`config.mk`:
```
export PLATFORM = sky130hd
export DESIGN_NAME = imm_ext_pipe_flat
export DESIGN_NICKNAME = d
export VERILOG_FILES = /design/src/rtl/imm_ext_pkg.sv /design/src/rtl/imm_ext_pipe_if.sv /design/src/rtl/ext_skid_buf.sv /design/src/rtl/imm_ext_pipe.sv /design/src/flat_wrapper.sv
export SDC_FILE = /design/constraint.sdc
export NUM_CORES = 1
export LEC_CHECK = 0
export CAP_MARGIN = 10
export CORE_MARGIN = 2
export CORE_UTILIZATION = 40
export CTS_CLUSTER_DIAMETER = 30
export CTS_CLUSTER_SIZE = 24
export DETAILED_ROUTE_END_ITERATION = 6
export GPL_ROUTABILITY_DRIVEN = 0
export HOLD_SLACK_MARGIN = 0.12
export PLACE_DENSITY_LB_ADDON = 0.08
export SETUP_SLACK_MARGIN = 0.05
export SKIP_CTS_REPAIR_TIMING = 1
export SLEW_MARGIN = 5
export SYNTH_ARGS = -nofsm -noshare
export SYNTH_HDL_FRONTEND = slang
export SYNTH_HIERARCHICAL = 1
export SYNTH_SLANG_ARGS = --single-unit
```
`constraint.sdc`:
```
create_clock -name CLK -period 4.55 [get_ports CLK]
set_input_delay 1.1375 -clock CLK [delete_from_list [all_inputs] [get_ports CLK]]
set_output_delay 1.1375 -clock CLK [all_outputs]
set_load 0.005 [all_outputs]
```
`src/rtl/imm_ext_pkg.sv`:
```
// Shared definitions for the immediate-extension pipe: mode encoding and
// the buffer entry layout for the default 16 -> 32 bit configuration.
package imm_ext_pkg;

    typedef enum logic [1:0] {
        EXT_ZERO   = 2'd0,
        EXT_SIGN   = 2'd1,
        EXT_UPPER  = 2'd2,
        EXT_BRANCH = 2'd3
    } ext_mode_t;

    localparam int EXT_DEF_IN_W  = 16;
    localparam int EXT_DEF_OUT_W = 32;

    // Buffer entry for the default widths; the top re-declares the same
    // shape locally so it can follow OUT_W.
    typedef struct packed {
        ext_mode_t                mode;
        logic [EXT_DEF_OUT_W-1:0] data;
    } ext_ent_t;

endpackage

```
`src/rtl/imm_ext_pipe_if.sv`:
```
// Producer/consumer handshake bundle around the immediate-extension pipe.
interface imm_ext_pipe_if #(
    parameter int IN_W  = 16,
    parameter int OUT_W = 32
);
    logic             in_valid;
    logic             in_ready;
    logic [1:0]       ExtMode;
    logic [IN_W-1:0]  immediate;
    logic             out_valid;
    logic             out_ready;
    logic [OUT_W-1:0] DataOut;
    logic [1:0]       ExtMode_out;

    // Pipe side
    modport slave (
        input  in_valid, ExtMode, immediate, out_ready,
        output in_ready, out_valid, DataOut, ExtMode_out
    );

    // Driver / consumer side
    modport master (
        output in_valid, ExtMode, immediate, out_ready,
        input  in_ready, out_valid, DataOut, ExtMode_out
    );
endinterface

```
`src/rtl/ext_skid_buf.sv`:
```
// Generic 2-entry FIFO-ordered valid/ready buffer. in_ready comes only from
// registered occupancy (and reset), never from out_ready, so the two sides
// stall independently.
module ext_skid_buf #(
    parameter int W = 34
) (
    input  logic         CLK,
    input  logic         RST,
    input  logic         in_valid,
    output logic         in_ready,
    input  logic [W-1:0] in_data,
    output logic         out_valid,
    input  logic         out_ready,
    output logic [W-1:0] out_data
);
    logic [1:0][W-1:0] mem;
    logic              hptr;
    logic              tptr;
    logic [1:0]        cnt;
    logic              acc;
    logic              drn;

    assign in_ready  = RST && (cnt != 2'd2);
    assign out_valid = (cnt != 2'd0);
    assign acc       = in_valid && in_ready;
    assign drn       = out_valid && out_ready;
    assign out_data  = mem[hptr];

    // Occupancy, pointers and storage; the head slot is only rewritten
    // after it drains, which keeps out_data stable under stall.
    always_ff @(posedge CLK) begin
        if (!RST) begin
            cnt  <= 2'd0;
            hptr <= 1'b0;
            tptr <= 1'b0;
            mem  <= '0;
        end else begin
            if (acc) begin
                mem[tptr] <= in_data;
                tptr      <= ~tptr;
            end
            if (drn) hptr <= ~hptr;
            if (acc && !drn)      cnt <= cnt + 2'd1;
            else if (drn && !acc) cnt <= cnt - 2'd1;
        end
    end
endmodule

```
`src/rtl/imm_ext_pipe.sv`:
```
// Registered immediate extension: converts the immediate at accept time and
// queues {mode, result} through a 2-entry buffer toward the operand stage.
module imm_ext_pipe
    import imm_ext_pkg::*;
#(
    parameter int IN_W  = 16,
    parameter int OUT_W = 32
) (
    input logic           CLK,
    input logic           RST,
    imm_ext_pipe_if.slave bus
);
    // Width sanity: branch offsets need two spare bits above the immediate.
    if (IN_W < 2) begin : g_bad_in_w
        $error("imm_ext_pipe: IN_W must be >= 2");
    end
    if (OUT_W < IN_W + 2) begin : g_bad_out_w
        $error("imm_ext_pipe: OUT_W must be >= IN_W + 2");
    end

    localparam int PAD = OUT_W - IN_W;

    typedef struct packed {
        ext_mode_t        mode;
        logic [OUT_W-1:0] data;
    } ent_t;

    ext_mode_t        mode;
    logic [OUT_W-1:0] zext;
    logic [OUT_W-1:0] sext;
    ent_t             ent_in;
    ent_t             ent_out;

    assign mode = ext_mode_t'(bus.ExtMode);
    assign zext = {{PAD{1'b0}}, bus.immediate};
    assign sext = {{PAD{bus.immediate[IN_W-1]}}, bus.immediate};

    // Mode-dependent conversion feeding the buffer tail.
    always_comb begin
        ent_in.mode = mode;
        ent_in.data = zext;
        unique case (mode)
            EXT_ZERO:   ent_in.data = zext;
            EXT_SIGN:   ent_in.data = sext;
            EXT_UPPER:  ent_in.data = {bus.immediate, {PAD{1'b0}}};
            EXT_BRANCH: ent_in.data = sext << 2;
            default:    ent_in.data = zext;
        endcase
    end

    ext_skid_buf #(.W($bits(ent_t))) u_buf (
        .CLK       (CLK),
        .RST       (RST),
        .in_valid  (bus.in_valid),
        .in_ready  (bus.in_ready),
        .in_data   (ent_in),
        .out_valid (bus.out_valid),
        .out_ready (bus.out_ready),
        .out_data  (ent_out)
    );

    assign bus.DataOut     = ent_out.data;
    assign bus.ExtMode_out = ent_out.mode;
endmodule
```
`src/flat_wrapper.sv`:
```
// flat-port wrapper written by rule: the top's interface ports become plain ports
module imm_ext_pipe_flat import imm_ext_pkg::*;
#(
    parameter int IN_W  = 16,
    parameter int OUT_W = 32
)
  (CLK, RST, bus_in_valid, bus_ExtMode, bus_immediate, bus_out_ready, bus_in_ready, bus_out_valid, bus_DataOut, bus_ExtMode_out);
  imm_ext_pipe_if #(.IN_W(IN_W), .OUT_W(OUT_W)) bus_i ();
  input logic CLK;
  input logic RST;
  input wire logic [$bits(bus_i.in_valid)-1:0] bus_in_valid;
  input wire logic [$bits(bus_i.ExtMode)-1:0] bus_ExtMode;
  input wire logic [$bits(bus_i.immediate)-1:0] bus_immediate;
  input wire logic [$bits(bus_i.out_ready)-1:0] bus_out_ready;
  output wire logic [$bits(bus_i.in_ready)-1:0] bus_in_ready;
  output wire logic [$bits(bus_i.out_valid)-1:0] bus_out_valid;
  output wire logic [$bits(bus_i.DataOut)-1:0] bus_DataOut;
  output wire logic [$bits(bus_i.ExtMode_out)-1:0] bus_ExtMode_out;
  assign bus_i.in_valid = bus_in_valid;
  assign bus_i.ExtMode = bus_ExtMode;
  assign bus_i.immediate = bus_immediate;
  assign bus_i.out_ready = bus_out_ready;
  assign bus_in_ready = bus_i.in_ready;
  assign bus_out_valid = bus_i.out_valid;
  assign bus_DataOut = bus_i.DataOut;
  assign bus_ExtMode_out = bus_i.ExtMode_out;
  imm_ext_pipe #(.IN_W(IN_W), .OUT_W(OUT_W)) u_core (.CLK(CLK), .RST(RST), .bus(bus_i));
endmodule
```
# ---- Yosys cells after proc, flatten, opt, wreduce, memory -nomap -nowiden
# Index checks and enable logic that the tools add are counted.
dict set report op_classes {
  n_mux 8
  shift 0
  div_mod_pow 0
  n_lt_le_gt_ge 3
  mul 0
  n_bitwise 2
  n_addsub 2
  n_reduce_logical 11
  eq_ne 4
}
# op n
set op_table {}
lappend op_table {{$pmux 32 s4} 1}
lappend op_table {{$mux 34} 3}
lappend op_table {{$bwmux 68} 1}
lappend op_table {{$demux 34 s1} 1}
lappend op_table {{$logic_and 1x1->1} 6}
lappend op_table {{$eq 2x2->1 const B} 2}
lappend op_table {{$lt 1x2->1 const B} 2}
lappend op_table {{$mux 2} 2}
lappend op_table {{$reduce_bool 2->1} 2}
lappend op_table {{$add 2x1->2 const B} 1}
lappend op_table {{$eq 2x1->1 const B} 1}
lappend op_table {{$logic_not 1->1} 2}
lappend op_table {{$logic_not 2->1} 1}
lappend op_table {{$ne 2x2->1 const B} 1}
lappend op_table {{$not 1->1} 2}
lappend op_table {{$sub 2x1->2 const B} 1}
lappend op_table {{$ge 1x1->1 const B} 1}
dict set report totals {
  mem_bits_ro 0
  n_memories 0
  word_cells 35
  latch_bits 0
  inputBits 22
  regBits 72
  ramBits 0
  output_inout_bits 36
}

# ---- Depth between registers and ports, before layout
# Gate-level depths: netlist (run 1).
dict set report logic_depth {
  depth_word 7
  ltp_mapped 7
  ltp_nobuf 6
}

# ---- Hierarchy
# The synthesis (run 1) kept the hierarchy.
# mod seq_area_each_um2 area_each_um2 n_inst cells_per_inst
set by_module_without_submodules {}
lappend by_module_without_submodules {ext_skid_buf 1441.4 3261.9 1 320}
lappend by_module_without_submodules {imm_ext_pipe 0.0 365.4 1 42}

# ---- Worst setup path before layout (run 1)
# Ideal clock, no wire load.
dict set report synth_path {
  kind {in2out}
  startpoint {in RST}
  endpoint {out bus_in_ready}
  n_path_buf 3
  cell_stages 4
  t_required_ps 3413
  path_slack_ps 1633
  arrival_time_ps 1779
  path_cell_list {buf_6 > buf_6 > clkbuf_1 > and2_2}
}
dict set report synth_between {
  elab_chain_len 1
}
# item line
set synth_lines {}
lappend synth_lines {{start, declared} flat_wrapper.sv:10} ;# input logic RST;
lappend synth_lines {{$logic_and 1x1->1} ext_skid_buf.sv:23} ;# assign in_ready = RST && (cnt != 2'd2);
lappend synth_lines {{end, declared} flat_wrapper.sv:15} ;# output wire logic [$bits(bus_i.in_ready)-1:0] bus_in_ready;
# No other way between the ends.

# ---- Worst setup path in the final report (run 1)
dict set report layout_path {
  startpoint {reg u_core.u_buf.hptr}
  endpoint {out bus_DataOut[16]}
}
dict set report layout_between {
  elab_chain_len 2
}
# item line
set layout_lines {}
lappend layout_lines {{start, declared} ext_skid_buf.sv:17} ;# logic hptr;
lappend layout_lines {{start signal, assigned} ext_skid_buf.sv:42} ;# if (drn) hptr <= ~hptr;
lappend layout_lines {{$mux 34 (implied by the code) (2 in series)} ext_skid_buf.sv:27} ;# assign out_data = mem[hptr];
lappend layout_lines {{end, declared} flat_wrapper.sv:17} ;# output wire logic [$bits(bus_i.DataOut)-1:0] bus_DataOut;
# No other way between the ends. The select of a mux whose other input is x is not followed.

==> impl_metrics.csv, run 1 <==
group,metric,value,unit
status,status,"finished clean",
logic_synthesis,synth-seq-cells,72,
sta,final_setup_violation_count,0,
run,cap_viol_max_count,0,
layout,nets,429,
grt,grt_first_pass_wirelength,13100,µm
critical_path,timing.setup.critical_path_class,"flip-flop to primary output",
logic_synthesis,synth_largest_type_area_fraction,39.7,%
min_path,worst_hold_startpoint,"u_core/u_buf/mem[18]",
power,seq_power_share,44.9,%
logic_synthesis,yosys-top-cells-count,"sky130_fd_sc_hd__nand2_1, sky130_fd_sc_hd__dfxtp_1, sky130_fd_sc_hd__mux2i_1, sky130_fd_sc_hd__mux2_2, sky130_fd_sc_hd__a22o_1",
placement,place_hpwl,5130,µm
critical_path,critical_path.endpoint_type,"primary output",
route,detail_route.wl_per_cell,15.4,µm
grt,grt-ovfl-total,0,
placement,portBuffers,57,
sta,timing.fmax,319,MHz
route,routed_via_density,4.95,
logic_synthesis,ys.warnings.count,6,
logic_synthesis,synth_enable_flop_cells,0,
placement,dp_cells,503,
floorplanning,fp.dieArea,9850,µm²
clock_tree,worst_skew_late_latency,0.34,ns
sta,worst_slew_margin_rel,30.7,%
layout,area_growth_syn_to_layout,17.3,%
route,wl_met1,3810,µm
power,switching_share,28.5,%
layout,num-fill-cells,854,
clock_tree,cts_htree_levels,3,
power,share_clk_of_total_power,28.3,%
floorplanning,floorplan.io_pins,58,
logic_synthesis,async_flop_share,0,%
power,share_comb_of_total_power,26.7,%
clock_tree,numClockSinks,72,
min_path,holdCritPathClass,"flip-flop to flip-flop",
route,drt_iter0_markers,127,
layout,flip_flop_and_latch_area,1440,µm²
critical_path,worstReg2RegEnd,"u_core/u_buf/cnt[1]",
layout,instances_no_fill,518,
floorplanning,floorplan.initialDensity,41.4,%
floorplanning,floorplan.rows,34,
grt,grt_pass1_vias,2613,
route,route.met2.wl,3710,µm
clock_tree,tritoncts_clock_tree,"built",
floorplanning,die_width,99.2,µm
layout,antenna_cells,0,
logic_synthesis,synthFlopType,"sky130_fd_sc_hd__dfxtp_1",
power,power_report.internal_total,1.13,mW
sta,tns,0,ns
route,met3_wirelength,361,µm
grt,grt_use_total,16.9,%
sta,final_critical_path_share_of_the_clock_period,68.8,%
sta,tightestPinTransition,1.04,ns
critical_path,r2r-start,"u_core/u_buf/cnt[0]",
logic_synthesis,yosysMostFrequentCell,"sky130_fd_sc_hd__nand2_1",
clock_tree,cts-root-buf,"sky130_fd_sc_hd__clkbuf_8",
critical_path,worst-r2r-cell-count,4,
logic_synthesis,synth.area.top_cells,"sky130_fd_sc_hd__dfxtp_1, sky130_fd_sc_hd__mux2i_1, sky130_fd_sc_hd__nand2_1",
logic_synthesis,postSynthCellCount,362,
sta,finalWorstSetupSlack,1.42,ns
logic_synthesis,avgSynthCellArea,10.0,µm²
power,reported_leakage_power,1.88,nW
critical_path,timing.critical_path.required,3.41,ns
sta,setup_repair_after_global_routing_missed_its_margin,"no",
clock_tree,clk_pin_slew,0.07,ns
route,post-route-drc-count,0,
floorplanning,floorplan.core_area,8760,µm²
placement,preCtsSetupSlack,1.55,ns
logic_synthesis,mappedNetlistNets,385,
clock_tree,cts-root-to-sink-buffers,2,
clock_tree,number_of_cts_inserted_buffers,9,
sta,skew,0.00603,ns
critical_path,crit_path_start_kind,"flip-flop",
logic_synthesis,synth.yosys.seq_area_share,39.7,%
route,number_of_nets_with_antenna_violations_after_routing,0,
floorplanning,height_of_the_chip,99.2,µm
logic_synthesis,synthDistinctLibCells,37,
route,drt_first_pass_iters,5,
power,irDropWorstVdd,0.000185,V
grt,grt_max_degree,108,
grt,initial_antenna_violation_count,0,
critical_path,worst_reg2reg_setup_slack,2.91,ns
layout,multi_input_area,1900,µm²
critical_path,worst-path-max-fanout,18,
route,routed.top_layer,"met4",
critical_path,worstPathArrival,1.99,ns
power,power.net_switching,448,µW
sta,finalHoldViolCount,0,
sta,slew_violations,0,
min_path,whs_endpoint,"u_core/u_buf/mem[18]",
min_path,hold_path_depth,2,
route,wl,7950,µm
layout,drive_above_1_share,16.8,%
route,via_count,2563,
power,power.density,370,nW/µm²
layout,postLayoutCoreUtil,48.5,%
logic_synthesis,synth_area,3630,µm²
logic_synthesis,cell_type_contributing_the_most_total_cell_area_after_synthesis,"sky130_fd_sc_hd__dfxtp_1",
sta,post-route-min-period,3.13,ns
-- registers in the layout, summed over array words and instances (netlist names) --
signal	count
u_core/u_buf/mem	68
u_core/u_buf/cnt	2
u_core/u_buf/tptr	1
u_core/u_buf/hptr	1
-- power groups by stage --
stage	Clock [mW]	Combinational, mW	Sequential, mW
2_1_floorplan	0	0.302	0.707
3_3_place_gp	0	0.426	0.721
3_5_place_dp	0	0.426	0.722
6_report	0.446	0.421	0.707
4_1_cts	0.467	0.429	0.708
5_1_grt	0.489	0.459	0.715
-- logic make-up after synthesis --
logic type,after synthesis,synth area share [%]
adders and majority gates,1,0.345
muxes,103,29.6
DFF,72,39.7
AOI/OAI and AO/OA,35,7.80
and+or+nand+nor,118,13.7
buffers and inverters,30,8.07
xor gates and xnor gates,3,0.725
-- cells in the final DEF (no fill, tap or decap), drive strengths merged, types with 2 or more instances in the layout --
master	instances
and2	5
mux2i	68
mux2	35
and2b	3
o21ai	2
clkdlybuf4s50	56
o21a	3
buf	6
a21o	14
dfxtp	72
nand2	103
clkbuf	11
clkinv	4
a22o	15
xnor2	2
-- worst max-delay path: stages, from the launching register on --
cell and delay [ns]:
sky130_fd_sc_hd__dfxtp_1 0.48, sky130_fd_sc_hd__buf_4 0.34, sky130_fd_sc_hd__mux2_2 0.39, sky130_fd_sc_hd__clkdlybuf4s50_1 0.45
-- metrics by stage --
stage	power, mW	hold slack [ns]	cell area (µm²)
after floorplan	1.01	0.432	3630
after CTS	1.60	0.460	4250
after detailed placement	1.15	0.444	4080
after global placement	1.15	0.440	4080
final	1.57	0.454	4250
after global routing	1.66	0.477	4250
-- per-layer routing --
layer / GRT usage, % / vias up
met1: 22.5 / 1182
met5: 0 / -
met3: 5.13 / 6
li1: - / 1315
met4: 4.43 / 0
met2: 26.7 / 60
-- layout make-up --
type                       count  share of cell area (%)
multi-input combinational    260                    44.6
sequential                    72                    33.9
timing repair buffer          62                    14.2
clock buffer                  11                    3.56
tap                          108                    3.18
clock inverter                 4                   0.471
inverter                       1                  0.0882
-- worst max-delay path by stage --
stage	from	end	slack [ns]	depth (start not counted)
6_report	u_core/u_buf/hptr	bus_DataOut[16]	1.42	3
3_3_place_gp	RST	bus_in_ready	1.55	3
2_1_floorplan	RST	bus_in_ready	1.63	4
3_5_place_dp	RST	bus_in_ready	1.55	3
4_1_cts	u_core/u_buf/hptr	bus_DataOut[16]	1.37	3
5_1_grt	u_core/u_buf/hptr	bus_DataOut[16]	1.31	3
Power figures use the tool's default switching activity.
==> run 2: changes to the inputs <==
==> constraint.sdc (replaced) <==
create_clock -name CLK -period 2.55 [get_ports CLK]
set_input_delay 0.6375 -clock CLK [delete_from_list [all_inputs] [get_ports CLK]]
set_output_delay 0.6375 -clock CLK [all_outputs]
set_load 0.005 [all_outputs]
==> impl_metrics.csv, run 2 (synthesis results as in run 1) <==
group,metric,value,unit
layout,finish.instance_area,4360,µm²
route,drt_iter0_markers,117,
grt,grt-ovfl-total,0,
power,power.density,699,nW/µm²
floorplanning,fp.dieArea,9850,µm²
clock_tree,cts_htree_levels,3,
floorplanning,die_width,99.2,µm
floorplanning,height_of_the_chip,99.2,µm
floorplanning,floorplan.initialDensity,41.4,%
clock_tree,tritoncts_clock_tree,"built",
sta,tightestPinTransition,0.850,ns
sta,post-route-min-period,2.41,ns
run,cap_viol_max_count,0,
clock_tree,worst_skew_late_latency,0.34,ns
floorplanning,floorplan.io_pins,58,
critical_path,timing.setup.critical_path_class,"flip-flop to primary output",
clock_tree,clk_pin_slew,0.08,ns
critical_path,worst-path-max-fanout,29,
sta,finalHoldViolCount,0,
status,status,"finished clean",
power,reported_leakage_power,1.92,nW
grt,grt_pass1_vias,2645,
grt,initial_antenna_violation_count,0,
layout,instances_no_fill,522,
layout,largest_register,"u_core/u_buf/mem",
route,via_count,2603,
route,number_of_nets_with_antenna_violations_after_routing,0,
critical_path,critical_path.endpoint_type,"primary output",
sta,slew_violations,0,
sta,tns,0,ns
layout,drive_above_1_share,17.4,%
route,post-route-drc-count,0,
layout,mostFrequentLayoutCells,"sky130_fd_sc_hd__nand2_1, sky130_fd_sc_hd__dfxtp_1, sky130_fd_sc_hd__mux2i_1, sky130_fd_sc_hd__clkdlybuf4s50_1, sky130_fd_sc_hd__mux2_2",
min_path,holdCritPathClass,"flip-flop to flip-flop",
route,routed_via_density,4.99,
clock_tree,numClockSinks,72,
layout,postLayoutCoreUtil,49.8,%
grt,grt_first_pass_wirelength,13400,µm
route,detail_route.wl_per_cell,15.4,µm
critical_path,worstPathArrival,1.77,ns
placement,portBuffers,57,
critical_path,crit_path_start_kind,"flip-flop",
sta,skew,0.00897,ns
layout,nets,432,
placement,dp_cells,506,
layout,num-fill-cells,829,
layout,mostFrequentLayoutCell,"sky130_fd_sc_hd__nand2_1",
grt,grt_max_degree,88,
route,drt_first_pass_iters,4,
critical_path,timing.critical_path.required,1.91,ns
critical_path,crit_slowest_cell,"sky130_fd_sc_hd__clkdlybuf4s50_1",
placement,post_dp_cell_area,4140,µm²
layout,reg_top3,"u_core/u_buf/mem x68, u_core/u_buf/cnt x2",
sta,setup_repair_after_global_routing_missed_its_margin,"no",
critical_path,slowest_delay,0.45,ns
layout,area_growth_syn_to_layout,20.3,%
sta,worst_slew_margin_rel,43.4,%
critical_path,critPathBufInv,2,
sta,timing.fmax,415,MHz
route,wl,8020,µm
sta,holdWs,0.456,ns
grt,grt_use_total,17.1,%
layout,antenna_cells,0,
layout,largest_register_ffs,68,
placement,place_hpwl,5280,µm
critical_path,critPathTopFamily,"buffers and inverters",
clock_tree,cts-root-to-sink-buffers,2,
power,irDropWorstVdd,0.000359,V
sta,final_critical_path_share_of_the_clock_period,94.5,%
sta,final_setup_violation_count,0,
floorplanning,floorplan.core_area,8760,µm²
clock_tree,cts-root-buf,"sky130_fd_sc_hd__clkbuf_8",
critical_path,worstPathCellList,"buf_12 > mux2_2 > clkdlybuf4s50_1",
floorplanning,floorplan.rows,34,
clock_tree,number_of_cts_inserted_buffers,9,
==> run 2: cell types whose count changed in the layout (fill, tap and decap cells not counted), sizes merged <==
cell | before | now
clkinvlp | 0 | 2
clkinv | 4 | 1
buf | 6 | 9
bufinv | 0 | 2
==> run 2: worst register-to-register path: cells and delay by family (launching register included) <==
kind / cells / cell delay (ns)
AO/OA/AOI/OAI: 1 / 0.15
adder cells (fa/ha/maj): 1 / 0.33
flip-flops: 1 / 0.40
AND/OR/NAND/NOR: 3 / 0.69
==> run 2: per-layer routing <==
metal  global-route usage [%]  up-vias  wire length (µm)
met5                        0        -                 0
met4                     5.06        0                36
met3                     3.51        2               310
met2                     27.2       42              3690
met1                     23.5     1237              3990
li1                         -     1322                 -
==> run 2: final timing paths <==
kind	from	end	slack (ns)	depth (start not counted)
hold / removal	u_core/u_buf/mem[4]	u_core/u_buf/mem[4]	0.46	2
hold reg to reg	u_core/u_buf/mem[4]	u_core/u_buf/mem[4]	0.46	2
setup reg to reg	u_core/u_buf/cnt[1]	u_core/u_buf/cnt[1]	0.92	5
setup / recovery	u_core/u_buf/hptr	bus_DataOut[19]	0.14	3
==> run 2: where the power goes <==
| group | internal [mW] | switching, mW | leakage [nW] |
|---|---|---|---|
| logic | 0.441 | 0.352 | 1.23 |
| registers | 1.20 | 0.0545 | 0.584 |
| clock network | 0.577 | 0.427 | 0.106 |
==> run 2: per-stage QoR <==
stage	power [mW]	worst slack, ns
2_1_floorplan	1.80	0.633
3_3_place_gp	2.08	0.356
3_5_place_dp	2.09	0.331
4_1_cts	3.10	0.104
5_1_grt	3.22	0.0641
6_report	3.05	0.139
==> run 2: area by class of cell <==
cell class / instances / area [µm²] / area share, %
clock buffers: 11 / 141 / 3.24
repair buffers: 65 / 663 / 15.2
clock inverters: 5 / 80.1 / 1.83
multi-input cells: 260 / 1900 / 43.5
well taps: 108 / 135 / 3.10
flip-flops and latches: 72 / 1440 / 33.0
inverters: 1 / 3.75 / 0.0860
==> run 3: changes to the inputs <==
--- a/config.mk
+++ b/config.mk
@@ -9,7 +9,7 @@
 export CORE_MARGIN = 2
 export CORE_UTILIZATION = 40
 export CTS_CLUSTER_DIAMETER = 30
-export CTS_CLUSTER_SIZE = 24
+export CTS_CLUSTER_SIZE = 16
 export DETAILED_ROUTE_END_ITERATION = 6
 export GPL_ROUTABILITY_DRIVEN = 0
 export HOLD_SLACK_MARGIN = 0.12
==> results of run 3 <==
Same layout as run 2: the final DEF is identical, and so are final timing and power.
